===== config.mk =====
export PLATFORM = sky130hd
export DESIGN_NAME = fetch_sequencer
export DESIGN_NICKNAME = d
export VERILOG_FILES = /design/src/rtl/fetch_sequencer.sv
export SDC_FILE = /design/constraint.sdc
export NUM_CORES = 1
export LEC_CHECK = 0
export ABC_AREA = 1
export BUFFER_PORTS_ARGS = -buffer_cell sky130_fd_sc_hd__buf_2
export CELL_PAD_IN_SITES_DETAIL_PLACEMENT = 1
export CELL_PAD_IN_SITES_GLOBAL_PLACEMENT = 2
export CORE_MARGIN = 8
export CORE_UTILIZATION = 32
export DETAILED_ROUTE_END_ITERATION = 10
export GPL_TIMING_DRIVEN = 0
export PLACE_DENSITY_LB_ADDON = 0.1
export SKIP_CTS_REPAIR_TIMING = 1
export SLEW_MARGIN = 20
export SYNTH_ARGS = -nofsm -noshare
export SYNTH_HDL_FRONTEND = slang
export SYNTH_SLANG_ARGS = --single-unit

===== constraint.sdc =====
create_clock -name clk -period 4.8 [get_ports clk]
set_clock_uncertainty 0.1 [all_clocks]
set_input_delay 0.24 -clock clk [delete_from_list [all_inputs] [get_ports clk]]
set_output_delay 0.24 -clock clk [all_outputs]
set_load 0.03 [all_outputs]

===== src/rtl/fetch_sequencer.sv =====
// Instruction fetch: owns the PC, reads the combinational imem, buffers words in a small queue for decode.
// One cycle from address to queue head; a full queue without a pop, or a stall, holds the PC.
module fetch_sequencer #(
    parameter int unsigned          ADDR_W    = 64,
    parameter logic [ADDR_W-1:0]    RESET_PC  = '0,
    parameter int unsigned          MEM_BYTES = 124,
    parameter int unsigned          QDEPTH    = 2
) (
    input  logic              clk,
    input  logic              reset_n,
    output logic [ADDR_W-1:0] imem_addr,
    input  logic [31:0]       imem_rdata,
    input  logic              stall,
    input  logic              redirect_valid,
    input  logic [ADDR_W-1:0] redirect_pc,
    output logic              out_valid,
    input  logic              out_ready,
    output logic [ADDR_W-1:0] out_pc,
    output logic [31:0]       out_instr,
    output logic              fetch_fault,
    output logic [31:0]       fetch_count
);

    localparam int unsigned PTR_W = (QDEPTH > 1) ? $clog2(QDEPTH) : 1;
    localparam int unsigned CNT_W = $clog2(QDEPTH + 1);

    typedef struct packed {
        logic [ADDR_W-1:0] pc;
        logic [31:0]       instr;
    } q_entry_t;

    typedef enum logic {
        ST_RUN   = 1'b0,
        ST_FAULT = 1'b1
    } state_t;

    // End address is formed one bit wider so a PC near the top of the space cannot wrap into range.
    function automatic logic addr_legal(input logic [ADDR_W-1:0] a);
        logic [ADDR_W:0] end_addr;
        end_addr = {1'b0, a} + (ADDR_W + 1)'(4);
        return (a[1:0] == 2'b00) && (end_addr <= (ADDR_W + 1)'(MEM_BYTES));
    endfunction

    state_t            state_q, state_d;
    logic [ADDR_W-1:0] pc_q, pc_d;
    logic [31:0]       fetch_count_q, fetch_count_d;
    q_entry_t          q_mem_q [QDEPTH];
    q_entry_t          q_mem_d [QDEPTH];
    logic [PTR_W-1:0]  rd_ptr_q, rd_ptr_d;
    logic [PTR_W-1:0]  wr_ptr_q, wr_ptr_d;
    logic [CNT_W-1:0]  count_q, count_d;

    logic     pc_legal;
    logic     q_full;
    logic     q_nonempty;
    logic     do_fetch;
    logic     do_pop;
    q_entry_t head;

    always_comb begin
        state_d       = state_q;
        pc_d          = pc_q;
        fetch_count_d = fetch_count_q;
        q_mem_d       = q_mem_q;
        rd_ptr_d      = rd_ptr_q;
        wr_ptr_d      = wr_ptr_q;
        count_d       = count_q;
        do_fetch      = 1'b0;
        do_pop        = 1'b0;

        pc_legal   = addr_legal(pc_q);
        q_full     = (count_q == CNT_W'(QDEPTH));
        q_nonempty = (count_q != '0);

        if (redirect_valid) begin
            // Flush drops everything, including a head that decode is accepting this cycle.
            pc_d     = redirect_pc;
            rd_ptr_d = '0;
            wr_ptr_d = '0;
            count_d  = '0;
            state_d  = addr_legal(redirect_pc) ? ST_RUN : ST_FAULT;
        end else begin
            do_pop = q_nonempty && out_ready;

            if (state_q == ST_RUN) begin
                if (!pc_legal) begin
                    state_d = ST_FAULT;
                end else if (!stall && (!q_full || do_pop)) begin
                    do_fetch = 1'b1;
                end
            end

            if (do_fetch) begin
                q_mem_d[wr_ptr_q] = '{pc: pc_q, instr: imem_rdata};
                wr_ptr_d          = wr_ptr_q + PTR_W'(1);
                pc_d              = pc_q + ADDR_W'(4);
                fetch_count_d     = fetch_count_q + 32'd1;
            end

            if (do_pop) begin
                rd_ptr_d = rd_ptr_q + PTR_W'(1);
            end

            case ({do_fetch, do_pop})
                2'b10:   count_d = count_q + CNT_W'(1);
                2'b01:   count_d = count_q - CNT_W'(1);
                default: count_d = count_q;
            endcase
        end
    end

    always_ff @(posedge clk) begin
        if (!reset_n) begin
            state_q       <= ST_RUN;
            pc_q          <= RESET_PC;
            fetch_count_q <= '0;
            rd_ptr_q      <= '0;
            wr_ptr_q      <= '0;
            count_q       <= '0;
            for (int i = 0; i < QDEPTH; i++) begin
                q_mem_q[i] <= '0;
            end
        end else begin
            state_q       <= state_d;
            pc_q          <= pc_d;
            fetch_count_q <= fetch_count_d;
            rd_ptr_q      <= rd_ptr_d;
            wr_ptr_q      <= wr_ptr_d;
            count_q       <= count_d;
            q_mem_q       <= q_mem_d;
        end
    end

    // Head is read straight from queue storage, so imem_rdata never reaches out_* in the same cycle.
    assign head        = q_mem_q[rd_ptr_q];
    assign out_valid   = (count_q != '0);
    assign out_pc      = head.pc;
    assign out_instr   = head.instr;
    assign imem_addr   = pc_q;
    assign fetch_fault = (state_q == ST_FAULT);
    assign fetch_count = fetch_count_q;

endmodule


# Word-level counts from Yosys, hierarchy flattened
# Cells that the tools add are included.
[word_totals]
reg_bits = 293
output_inout_bits = 194
word_cells = 62
[op_classes]
addsub = 8
n_lt_le_gt_ge = 5
eq_ne = 3
n_mux = 17
n_bitwise = 4
n_reduce_logical = 15
[ops]
columns = ["operator", "count"]
rows = [
  ["96-bit two-way mux", 4],
  ["192-bit bitwise mux", 1],
  ["64-bit by 3-bit adder with 65-bit output, second input constant", 2],
  ["65-bit by 7-bit less-or-equal comparator with 1-bit output, second input constant", 2],
  ["64-bit two-way mux", 2],
  ["96-bit demux with 1-bit select", 1],
  ["64-bit by 3-bit adder with 64-bit output, second input constant", 1],
  ["32-bit by 1-bit adder with 32-bit output, second input constant", 1],
  ["1-bit two-way mux", 8],
  ["2-bit nonzero test", 3],
  ["1-bit logical AND", 5],
  ["2-bit equality test, second input constant", 2],
  ["2-bit greater-or-equal comparator, second input constant", 2],
  ["2-bit zero test", 2],
  ["1-bit NOT with 2-bit output", 2],
  ["2-bit one-hot mux with 2 select lines", 1],
  ["1-bit adder, second input constant", 2],
  ["2-bit by 1-bit adder with 2-bit output, second input constant", 1],
  ["2-bit by 1-bit equality test with 1-bit output, second input constant", 1],
  ["1-bit zero test", 2],
  ["2-bit by 1-bit less-than comparator with 1-bit output, second input constant", 1],
  ["1-bit NOT", 2],
  ["2-bit AND reduction", 1],
  ["2-bit OR reduction", 1],
  ["other kinds (2)", 2],
]

# Depth between registers and ports, before layout
# Gate-level depths: netlist of run 1.
[depth]
depth_word = 10
depth_mapped = 22
mapped_depth_nobuf = 20

# Worst setup path before layout of run 1
# No wires, ideal clock.
[synth_timing]
path_type = "flip-flop to flip-flop"
startpoint = "reg pc_q[3] (netlist: imem_addr[3])"
endpoint = "reg count_q[1]"
setup_ns = 0.078
arrival_ns = 2.899
required_ns = 4.622
path_slack_ns = 1.723
path_stages_with_launch = 19
path_buffers = 0
period_less_slack_ns = 3.077
cell_sequence = "dfxtp_1 -> ha_1 -> nand2_2 -> nor2_4 -> nand2_2 -> nor2_4 -> nand2_2 -> o21ai_1 -> nand2_1 -> nor2_1 -> nand2_1 -> nor2_1 -> nand3_1 -> nor2_1 -> nand3_1 -> ha_1 -> inv_1 -> and3_1 -> nor3_1"
[synth_between]
elab_chain_cells = 8
[synth_rtl]
columns = ["element", "line_no", "text"]
rows = [
  ["start, declared", "45", "logic [ADDR_W-1:0] pc_q, pc_d;"],
  ["start signal, assigned", "125", "pc_q <= pc_d;"],
  ["64-bit by 3-bit adder with 65-bit output (*)", "40", "end_addr = {1'b0, a} + (ADDR_W + 1)'(4);"],
  ["65-bit by 7-bit less-or-equal comparator with 1-bit output (*)", "41", "return (a[1:0] == 2'b00) && (end_addr <= (ADDR_W + 1)'(MEM_BYTES));"],
  ["1-bit logical AND (*)", "41", ""],
  ["1-bit two-way mux (*)", "86", "if (!pc_legal) begin"],
  ["1-bit two-way mux (*)", "85", "if (state_q == ST_RUN) begin"],
  ["1-bit two-way mux (*)", "75", "if (redirect_valid) begin"],
  ["2-bit by 1-bit equality test with 1-bit output / 2-bit equality test (equally long branches)", "104", "case ({do_fetch, do_pop})"],
  ["2-bit one-hot mux with 2 select lines / 2-bit nonzero test (equally long branches)", "n/a", ""],
  ["end signal, assigned", "129", "count_q <= count_d;"],
  ["end, declared", "51", "logic [CNT_W-1:0] count_q, count_d;"],
]
# Mark *: on every way between the ends. The rest lies on a longest branch, timed or not. The select of a mux whose other input is x is not followed.
# A chain may end at the register's enable or synchronous reset.

# Worst setup path in the final report of run 1
[layout_timing]
startpoint = "reg pc_q[3] (netlist: imem_addr[3])"
endpoint = "reg pc_q[62] (netlist: imem_addr[62])"
[layout_between]
elab_chain_cells = 7
[layout_rtl]
columns = ["element", "line_no"]
rows = [
  ["64-bit by 3-bit adder with 65-bit output", "40"],
  ["65-bit by 7-bit less-or-equal comparator with 1-bit output", "41"],
  ["1-bit logical AND", "41"],
  ["1-bit two-way mux", "86"],
  ["1-bit two-way mux", "85"],
  ["1-bit two-way mux", "75"],
  ["2-bit nonzero test (no line)", "n/a"],
]
# Several ways; a longest one is shown, not always the timed one. The select of a mux whose other input is x is not followed.

==> summary.md, run 1 <==
| Metric | Value |
|---|---|
| Row cnt | `83` |
| Most common cell after layout, fill and taps aside | `nand2_1` |
| Setup violations, final | `0` |
| Flop pwr share | `41.8%` |
| Hold EP | `q_mem_q[5]` |
| Met3 usage | `3.82%` |
| Final Hold Violating Endpoints | `15` |
| Initial drt markers | `936` |
| Reg area | `5870 um2` |
| Async S/R FF share, synth | `0%` |
| Worst stage delay on the critical path | `0.50 ns` |
| Critical Path RT | `5.11 ns` |
| Clock Path Buffers | `3` |
| Final ANT Viol Nets | `0` |
| Combinational Power Share | `9.6%` |
| Worst path most repeated cell | `nand2_1` |
| Top_reg_cell synth | `dfxtp_1` |
| Full die area | `59300 um2` |
| CTS tree | `done` |
| Post-Syn Instances | `2708` |
| Synth top area cells | `dfxtp_1 35%, nand2_1 19%, nor2_1 11%, inv_1 5.2%, nand4_1 4.2%` |
| Synthesis warning total | `0` |
| Most frequent cells in the layout | `853 x nand2_1, 494 x nor2_1, 314 x buf_2, 293 x dfxtp_1, 230 x inv_1` |
| FF-to-FF setup slack | `0.49 ns` |
| Vias post-DR | `18900` |
| Critical path peak fanout | `10` |
| Area of the multi-input gates | `9280 um2` |
| Pin count of the biggest net entering global routing | `14` |
| Fin crit share | `89.9%` |
| Core ar. | `51300 um2` |
| Share of cells above drive strength 1 | `13.1%` |
| Hpwl dp | `60400 um` |
| Hold-critical path depth | `5` |
| Synthesized area per cell | `6.12 um2` |
| Cell Pwr Density | `287 nW/um2` |
| Final Wtd Congestion | `0.939` |
| Clock Latency Late Sink | `0.56 ns` |
| Clk pwr share | `48.5%` |
| Layout Nets | `3229` |
| Post-synthesis cell type count | `32` |
| Slew HR | `32.5%` |
| WS Path Type | `register to register` |
| Initial antenna violation count | `3` |
| Die X | `244 um` |
| Critical path capture point type | `register` |
| Vias in the first global route | `19300` |
| Startpoint Class | `register` |
| Fill cell count | `6890` |
| Crit path arrival time | `4.62 ns` |
| Starting Density | `32.3%` |
| Area Growth Syn to Fin | `26.9%` |
| Post-synthesis sequential area ratio | `35.4%` |
| Net Sw Power | `0.00160 W` |
| Post-route setup TNS | `0 ns` |
| Violated checks | `negative hold slack` |
| GRT overflow | `0` |
| Yosys reg bits | `293` |
| # IOs | `295` |
| Achievable Freq | `0.232 GHz` |
| Slew Limit Fails | `0` |
| First-pass GRT wire length | `112000 um` |
| Met1 Usage GRT | `31.8%` |
| Dominant cell type by area after synthesis | `dfxtp_1` |
| Busiest grt layer | `met2` |
| Cell depth of the worst flop-to-flop path | `17` |
| Switching fraction of total power | `26.6%` |
| First-pass DRT Iterations | `8` |
| Vias per inst | `4.93` |
| GRT Util Overall | `23.7%` |
| WP buf/inv | `2` |
| Yosys top cell area share | `35.4%` |
| Critical path cell sequence | `ha_1, nand2_2, nor2_4, nand2_1, nor2_2, nand3_1, nor2_1, xnor2_1, nand2_1, nor2_2, nand3_1, nor2_4, nor2_1, buf_2, buf_2, nand2_1, a21oi_1` |
| Shortest period the worst path allows | `4.31 ns` |
| Hold Crit Start | `imem_rdata[5]` |
| Max VDD drop | `0.247 mV` |
| TritonCTS Buffers | `37` |
| CTS root buf | `clkbuf_16` |
| Netlist Area Pre-Place | `16600 um2` |
| RSZ-0062 raised after global routing | `false` |
| Crit-path slowest cell | `dfxtp_1` |
| Clk pin slew, worst setup/hold paths | `0.06 ns` |
| H-tree Lvls | `2` |
| Drt wl/cell | `19.4 um` |
| Crit. Startpoint | `imem_addr[3]` |
| Minimum hold slack | `-0.0511 ns` |
| Detailed Route WL | `74500 um` |
| I/O Buffers | `292` |
| Met2 Use GR | `39.1%` |
| Outcome | `finished with violations` |
| Total clock sinks | `293` |
| # DRC | `0` |
| Syn_nets | `2815` |
| R2R Path End | `imem_addr[62]` |
| Max-cap viol count | `0` |
| Cell Int Power | `0.00443 W` |
| Leakage | `8.77 nW` |
| Worst hold-check path type | `input port to register` |
| DIE HEIGHT | `244 um` |
| Post-synth EDFFs | `0` |
| Delay-heaviest family, CP | `simple AND/OR/NAND/NOR gates` |
| Critical R2R Launch | `imem_addr[3]` |
| Worst Tran Pin Value | `1.00 ns` |
[worst register-to-register path: cells and delay by family, from the launching register on]
kind,cells,cell delay (ns)
AOI/OAI and AO/OA,1,0.06
xor gates and xnor gates,1,0.13
adders and majority gates,1,0.37
buffers and inverters,2,0.48
DFF,1,0.50
and+or+nand+nor,12,2.52
[worst max path at each step]
| stage | cells past startpoint | to |
|---|---|---|
| 6_report | 17 | imem_addr[62] |
| 5_1_grt | 18 | imem_addr[43] |
| 4_1_cts | 18 | imem_addr[62] |
| 3_5_place_dp | 18 | imem_addr[62] |
| 3_3_place_gp | 18 | imem_addr[62] |
| 2_1_floorplan | 18 | count_q[1] |
[cell families after synthesis]
| logic type | synth area share, % |
|---|---|
| and+or+nand+nor | 43.4 |
| buffers and inverters | 8.66 |
| DFF | 35.4 |
| AOI/OAI and AO/OA | 7.20 |
| xor gates and xnor gates | 4.91 |
| adders and majority gates | 0.453 |
[cell type report]
cell class | count | area share (%)
timing repair buffer | 375 | 10.9
multi-input combinational | 2054 | 44.1
clock buffer | 45 | 4.74
sequential | 293 | 27.9
buffer | 128 | 2.67
clock inverter | 22 | 1.42
inverter | 233 | 4.16
tap | 680 | 4.05
antenna | 3 | 0.0357
[power groups by stage]
stage | Sequential, W | Clock [W] | Combinational (W)
2_1_floorplan | 0.00261 | 0 | 0.000236
3_3_place_gp | 0.00258 | 0 | 0.000512
3_5_place_dp | 0.00258 | 0 | 0.000521
4_1_cts | 0.00253 | 0.00300 | 0.000522
5_1_grt | 0.00253 | 0.00310 | 0.000632
6_report | 0.00252 | 0.00293 | 0.000580
[state kept, by name, summed over array words and instances (netlist names)]
| register | flops |
|---|---|
| q_mem_q | 192 |
| imem_addr | 64 |
| fetch_count | 32 |
| count_q | 2 |
| fetch_fault | 1 |
| rd_ptr_q | 1 |
| wr_ptr_q | 1 |
[metrics by stage]
stage          power [W]  util [%]  instances  cell area, um2  setup slack (ns)
3_3_place_gp     0.00309      36.8       3680           18900             0.412
4_1_cts          0.00605      39.3       3747           20200             0.318
5_1_grt          0.00626      41.0       3831           21000             0.100
2_1_floorplan    0.00284         -       2708           16600              1.72
6_report         0.00603      41.0       3833           21000             0.487
3_5_place_dp     0.00310      36.8       3680           18900             0.379
[cells in the mapped netlist, types with 3 or more instances]
master    number
inv_2          3
nor3_1       115
nand4_1      111
nor4_1        14
xnor2_1       27
nor2_1       494
nor3b_1        3
buf_2         22
clkbuf_1      79
and3_1         3
nand2_2        5
buf_1         16
nor2_2         6
or2_2          3
dfxtp_1      293
nor2_4         6
xor2_1        66
inv_1        230
buf_6          3
nand3_1       84
a21oi_1      100
nand3b_1      18
ha_1           6
o21ai_0      132
buf_4          8
nand2_1      853
[routing by layer]
metal	routed length, um	vias up
met5	0	-
met4	1660	0
met3	3550	96
met2	34600	376
met1	34700	8979
li1	-	9442
No activity file was read; power rests on OpenSTA's default activity.
==> inputs of run 2 (changes only) <==
--- a/config.mk
+++ b/config.mk
@@ -5,12 +5,11 @@
 export SDC_FILE = /design/constraint.sdc
 export NUM_CORES = 1
 export LEC_CHECK = 0
-export ABC_AREA = 1
 export BUFFER_PORTS_ARGS = -buffer_cell sky130_fd_sc_hd__buf_2
 export CELL_PAD_IN_SITES_DETAIL_PLACEMENT = 1
 export CELL_PAD_IN_SITES_GLOBAL_PLACEMENT = 2
 export CORE_MARGIN = 8
-export CORE_UTILIZATION = 32
+export CORE_UTILIZATION = 36
 export DETAILED_ROUTE_END_ITERATION = 10
 export GPL_TIMING_DRIVEN = 0
 export PLACE_DENSITY_LB_ADDON = 0.1
==> run 2 against run 1 <==
  * The flow still finishes with violations (negative hold slack)
  * Largest cell class unchanged
  * Largest power group unchanged
  * Global-route usage decreased by 1.7 points
  * Critical endpoint is now count_q[1]
  * Maximum frequency decreased by 3.1%
  * Sequential cell count unchanged
  * Design area decreased by 11%
==> summary.md, run 2 <==
| Metric | Value |
|---|---|
| Placed insts | `2421 (-34%)` |
| Most common cell after layout, fill and taps aside | `buf_2` |
| Delay-heaviest family, CP | `simple AND/OR/NAND/NOR gates` |
| Critical path cell sequence | `nand4_1, buf_4, nor4_4, nand3_2, or4_4, a21oi_2, nand4_2, or3_1, clkbuf_1, or2_2, ha_1, or3_1, a21oi_1` |
| Max VDD drop | `0.188 mV (-24%)` |
| Stages on the worst setup path | `13 (-4)` |
| Full die area | `46800 um2 (-21%)` |
| WS Path Type | `register to register` |
| Final Wtd Congestion | `0.887 (-5.5%)` |
| Critical path capture point type | `register` |
| First-pass GRT wire length | `83600 um (-25%)` |
| Vias in the first global route | `14500 (-25%)` |
| Slew Limit Fails | `0 (unchanged)` |
| I/O Buffers | `291 (-0.34%)` |
| Fin crit share | `92.7% (+2.9 points)` |
| Area Growth Syn to Fin | `29.2%` |
| Clk pin slew, worst setup/hold paths | `0.06 ns (about the same)` |
| Most frequent cells after synthesis | `293 x dfxtp_1, 182 x nand2_1, 149 x mux2i_1` |
| Post-route insts no fill | `2567 (-33%)` |
| Post-synthesis cell type count | `67 (+110%)` |
| Final ANT Viol Nets | `0 (unchanged)` |
| Pin count of the biggest net entering global routing | `14 (unchanged)` |
| DP Area | `16600 um2 (-12%)` |
| Violated checks | `negative hold slack` |
| # IOs | `295 (unchanged)` |
| FF-to-FF setup slack | `0.35 ns (-0.14 ns)` |
| Startpoint Class | `register` |
| Worst Tran Pin Value | `0.866 ns (-0.138 ns)` |
| Drt wl/cell | `21.2 um (+9.3%)` |
| Post-synthesis sequential area ratio | `40.6% (+5.2 points)` |
| Synth top area cells | `dfxtp_1 41%, mux2i_1 10%, mux2_2 7.8%, and3_1 6.3%, nand2_1 4.7%` |
| Core ar. | `39600 um2 (-23%)` |
| CTS tree | `done` |
| Top reg by flops | `q_mem_q` |
| TritonCTS Buffers | `35 (-5.4%)` |
| Cell depth of the worst flop-to-flop path | `13 (-4)` |
| Post-synth EDFFs | `0 (unchanged)` |
| H-tree Lvls | `2 (unchanged)` |
| First-pass DRT Iterations | `5 (-3)` |
| Critical path peak fanout | `9 (-1)` |
| Yosys top cell area share | `40.6% (+5.2 points)` |
| Async S/R FF share, synth | `0% (unchanged)` |
| R2R Path End | `count_q[1]` |
| Max-cap viol count | `0 (unchanged)` |
| Most common cell in the synthesized netlist | `dfxtp_1` |
| Die X | `216 um (-11%)` |
| Power, Total | `0.00578 W (-4.2%)` |
| Synthesis warning total | `0 (unchanged)` |
| Netlist Area Pre-Place | `14400 um2 (-13%)` |
| GRT Util Overall | `22.0% (-1.7 points)` |
| Layout Nets | `2127 (-34%)` |
| Max reg flops | `192 (unchanged)` |
| Crit-path slowest cell | `or4_4` |
| Setup violations, final | `0 (unchanged)` |
| Worst hold-check path type | `input port to register` |
| Critical R2R Launch | `imem_addr[22]` |
| Top_reg_cell synth | `dfxtp_1` |
| Most frequent cells in the layout | `298 x buf_2, 283 x dfxtp_1, 181 x nand2_1, 149 x mux2i_1, 146 x and3_1` |
| Leakage | `8.73 nW (-0.46%)` |
| Clock Latency Late Sink | `0.54 ns (-0.02 ns)` |
| Syn_nets | `1712 (-39%)` |
| Worst path most repeated cell | `or3_1` |
| Row cnt | `73 (-12%)` |
| Final instance area | `18700 um2 (-11%)` |
| Clock Path Buffers | `3 (unchanged)` |
| Worst stage delay on the critical path | `0.55 ns (+0.05 ns)` |
| CTS root buf | `clkbuf_16` |
| Crit path to | `count_q[1]` |
| Starting Density | `36.4% (+4.1 points)` |
| Synthesized area per cell | `9.00 um2 (+47%)` |
| RSZ-0062 raised after global routing | `false` |
| Minimum hold slack | `-0.00223 ns (+0.0489 ns)` |
| Yosys reg bits | `293 (unchanged)` |
| Post-Syn Instances | `1605 (-41%)` |
| Detailed Route WL | `54500 um (-27%)` |
| Total clock sinks | `293 (unchanged)` |
| Critical Path RT | `5.15 ns (+0.04 ns)` |
| Final Hold Violating Endpoints | `1 (-14)` |
| Final Core Density | `47.1% (+6.1 points)` |
| # DRC | `0 (unchanged)` |
| Dominant cell type by area after synthesis | `dfxtp_1` |
| GRT overflow | `0 (unchanged)` |
| Vias post-DR | `14000 (-26%)` |
| Cell Pwr Density | `310 nW/um2 (+8.0%)` |
| Initial antenna violation count | `0 (-3)` |
| Achievable Freq | `0.225 GHz (-3.1%)` |
| Shortest period the worst path allows | `4.45 ns (+0.139 ns)` |
| Crit path arrival time | `4.80 ns (+0.18 ns)` |
| Vias per inst | `5.46 (+11%)` |
| WP buf/inv | `2 (unchanged)` |
| Slew HR | `41.7% (+9.2 points)` |
| Crit. Startpoint | `imem_addr[22]` |
| Share of cells above drive strength 1 | `24.4% (+11 points)` |
| Outcome | `finished with violations` |
| Hpwl dp | `40900 um (-32%)` |
| DIE HEIGHT | `216 um (-11%)` |
| Initial drt markers | `656 (-30%)` |
| N_diodes | `0 (-3)` |
==> run 2: how the worst min path moves through the flow <==
stage                          startpoint             to  depth (start not counted)
after CTS                  redirect_pc[0]   imem_addr[0]                          3
after floorplan            redirect_pc[7]   imem_addr[7]                          2
final                     redirect_pc[42]  imem_addr[42]                          3
after global placement         q_mem_q[2]     q_mem_q[2]                          2
after detailed placement       q_mem_q[8]     q_mem_q[8]                          2
after global routing      redirect_pc[42]  imem_addr[42]                          3
==> run 2: metal layers <==
layer  GRT usage, %  wire (um)
met1           27.4      24000
met2           38.7      27100
met3           4.12       2090
met4           5.70       1300
met5              0          0
==> run 2: kinds of logic after synthesis <==
family                   synth area share (%)
AO/OA/AOI/OAI                            8.34
multiplexers                             18.1
flip-flops                               40.6
buffers and inverters                    3.92
XOR/XNOR                                 2.37
adder cells (fa/ha/maj)                 0.520
AND/OR/NAND/NOR                          26.1
==> run 2: worst min-delay path, stage by stage <==
cell and delay, ns:
buf_2 0.17, mux2i_1 0.10, nor2_1 0.08
==> run 2: per-stage QoR <==
stage               worst slack, ns  TNS (ns)
CTS                          -0.540    -13.14
floorplan                     0.605         0
global route                 0.0860         0
global placement             -0.600     -7.38
detailed placement           -0.501     -9.41
finish                        0.349         0
==> run 2: cell type report <==
type | instances | area, um2
fill | 4714 | 21000
timing repair buffer | 383 | 2370
clock buffer | 44 | 930
multi-input combinational | 1179 | 8060
inverter | 16 | 60.1
clock inverter | 15 | 215
buffer | 112 | 488
tap | 525 | 657
sequential | 293 | 5880
==> run 2: where the power goes <==
part	internal, W	switching [W]	leakage (nW)	total, W
clock	0.00164	0.00107	0.566	0.00271
sequential	0.00247	0.0000666	2.38	0.00253
combinational	0.000207	0.000330	5.79	0.000537
total	0.00432	0.00146	8.73	0.00578
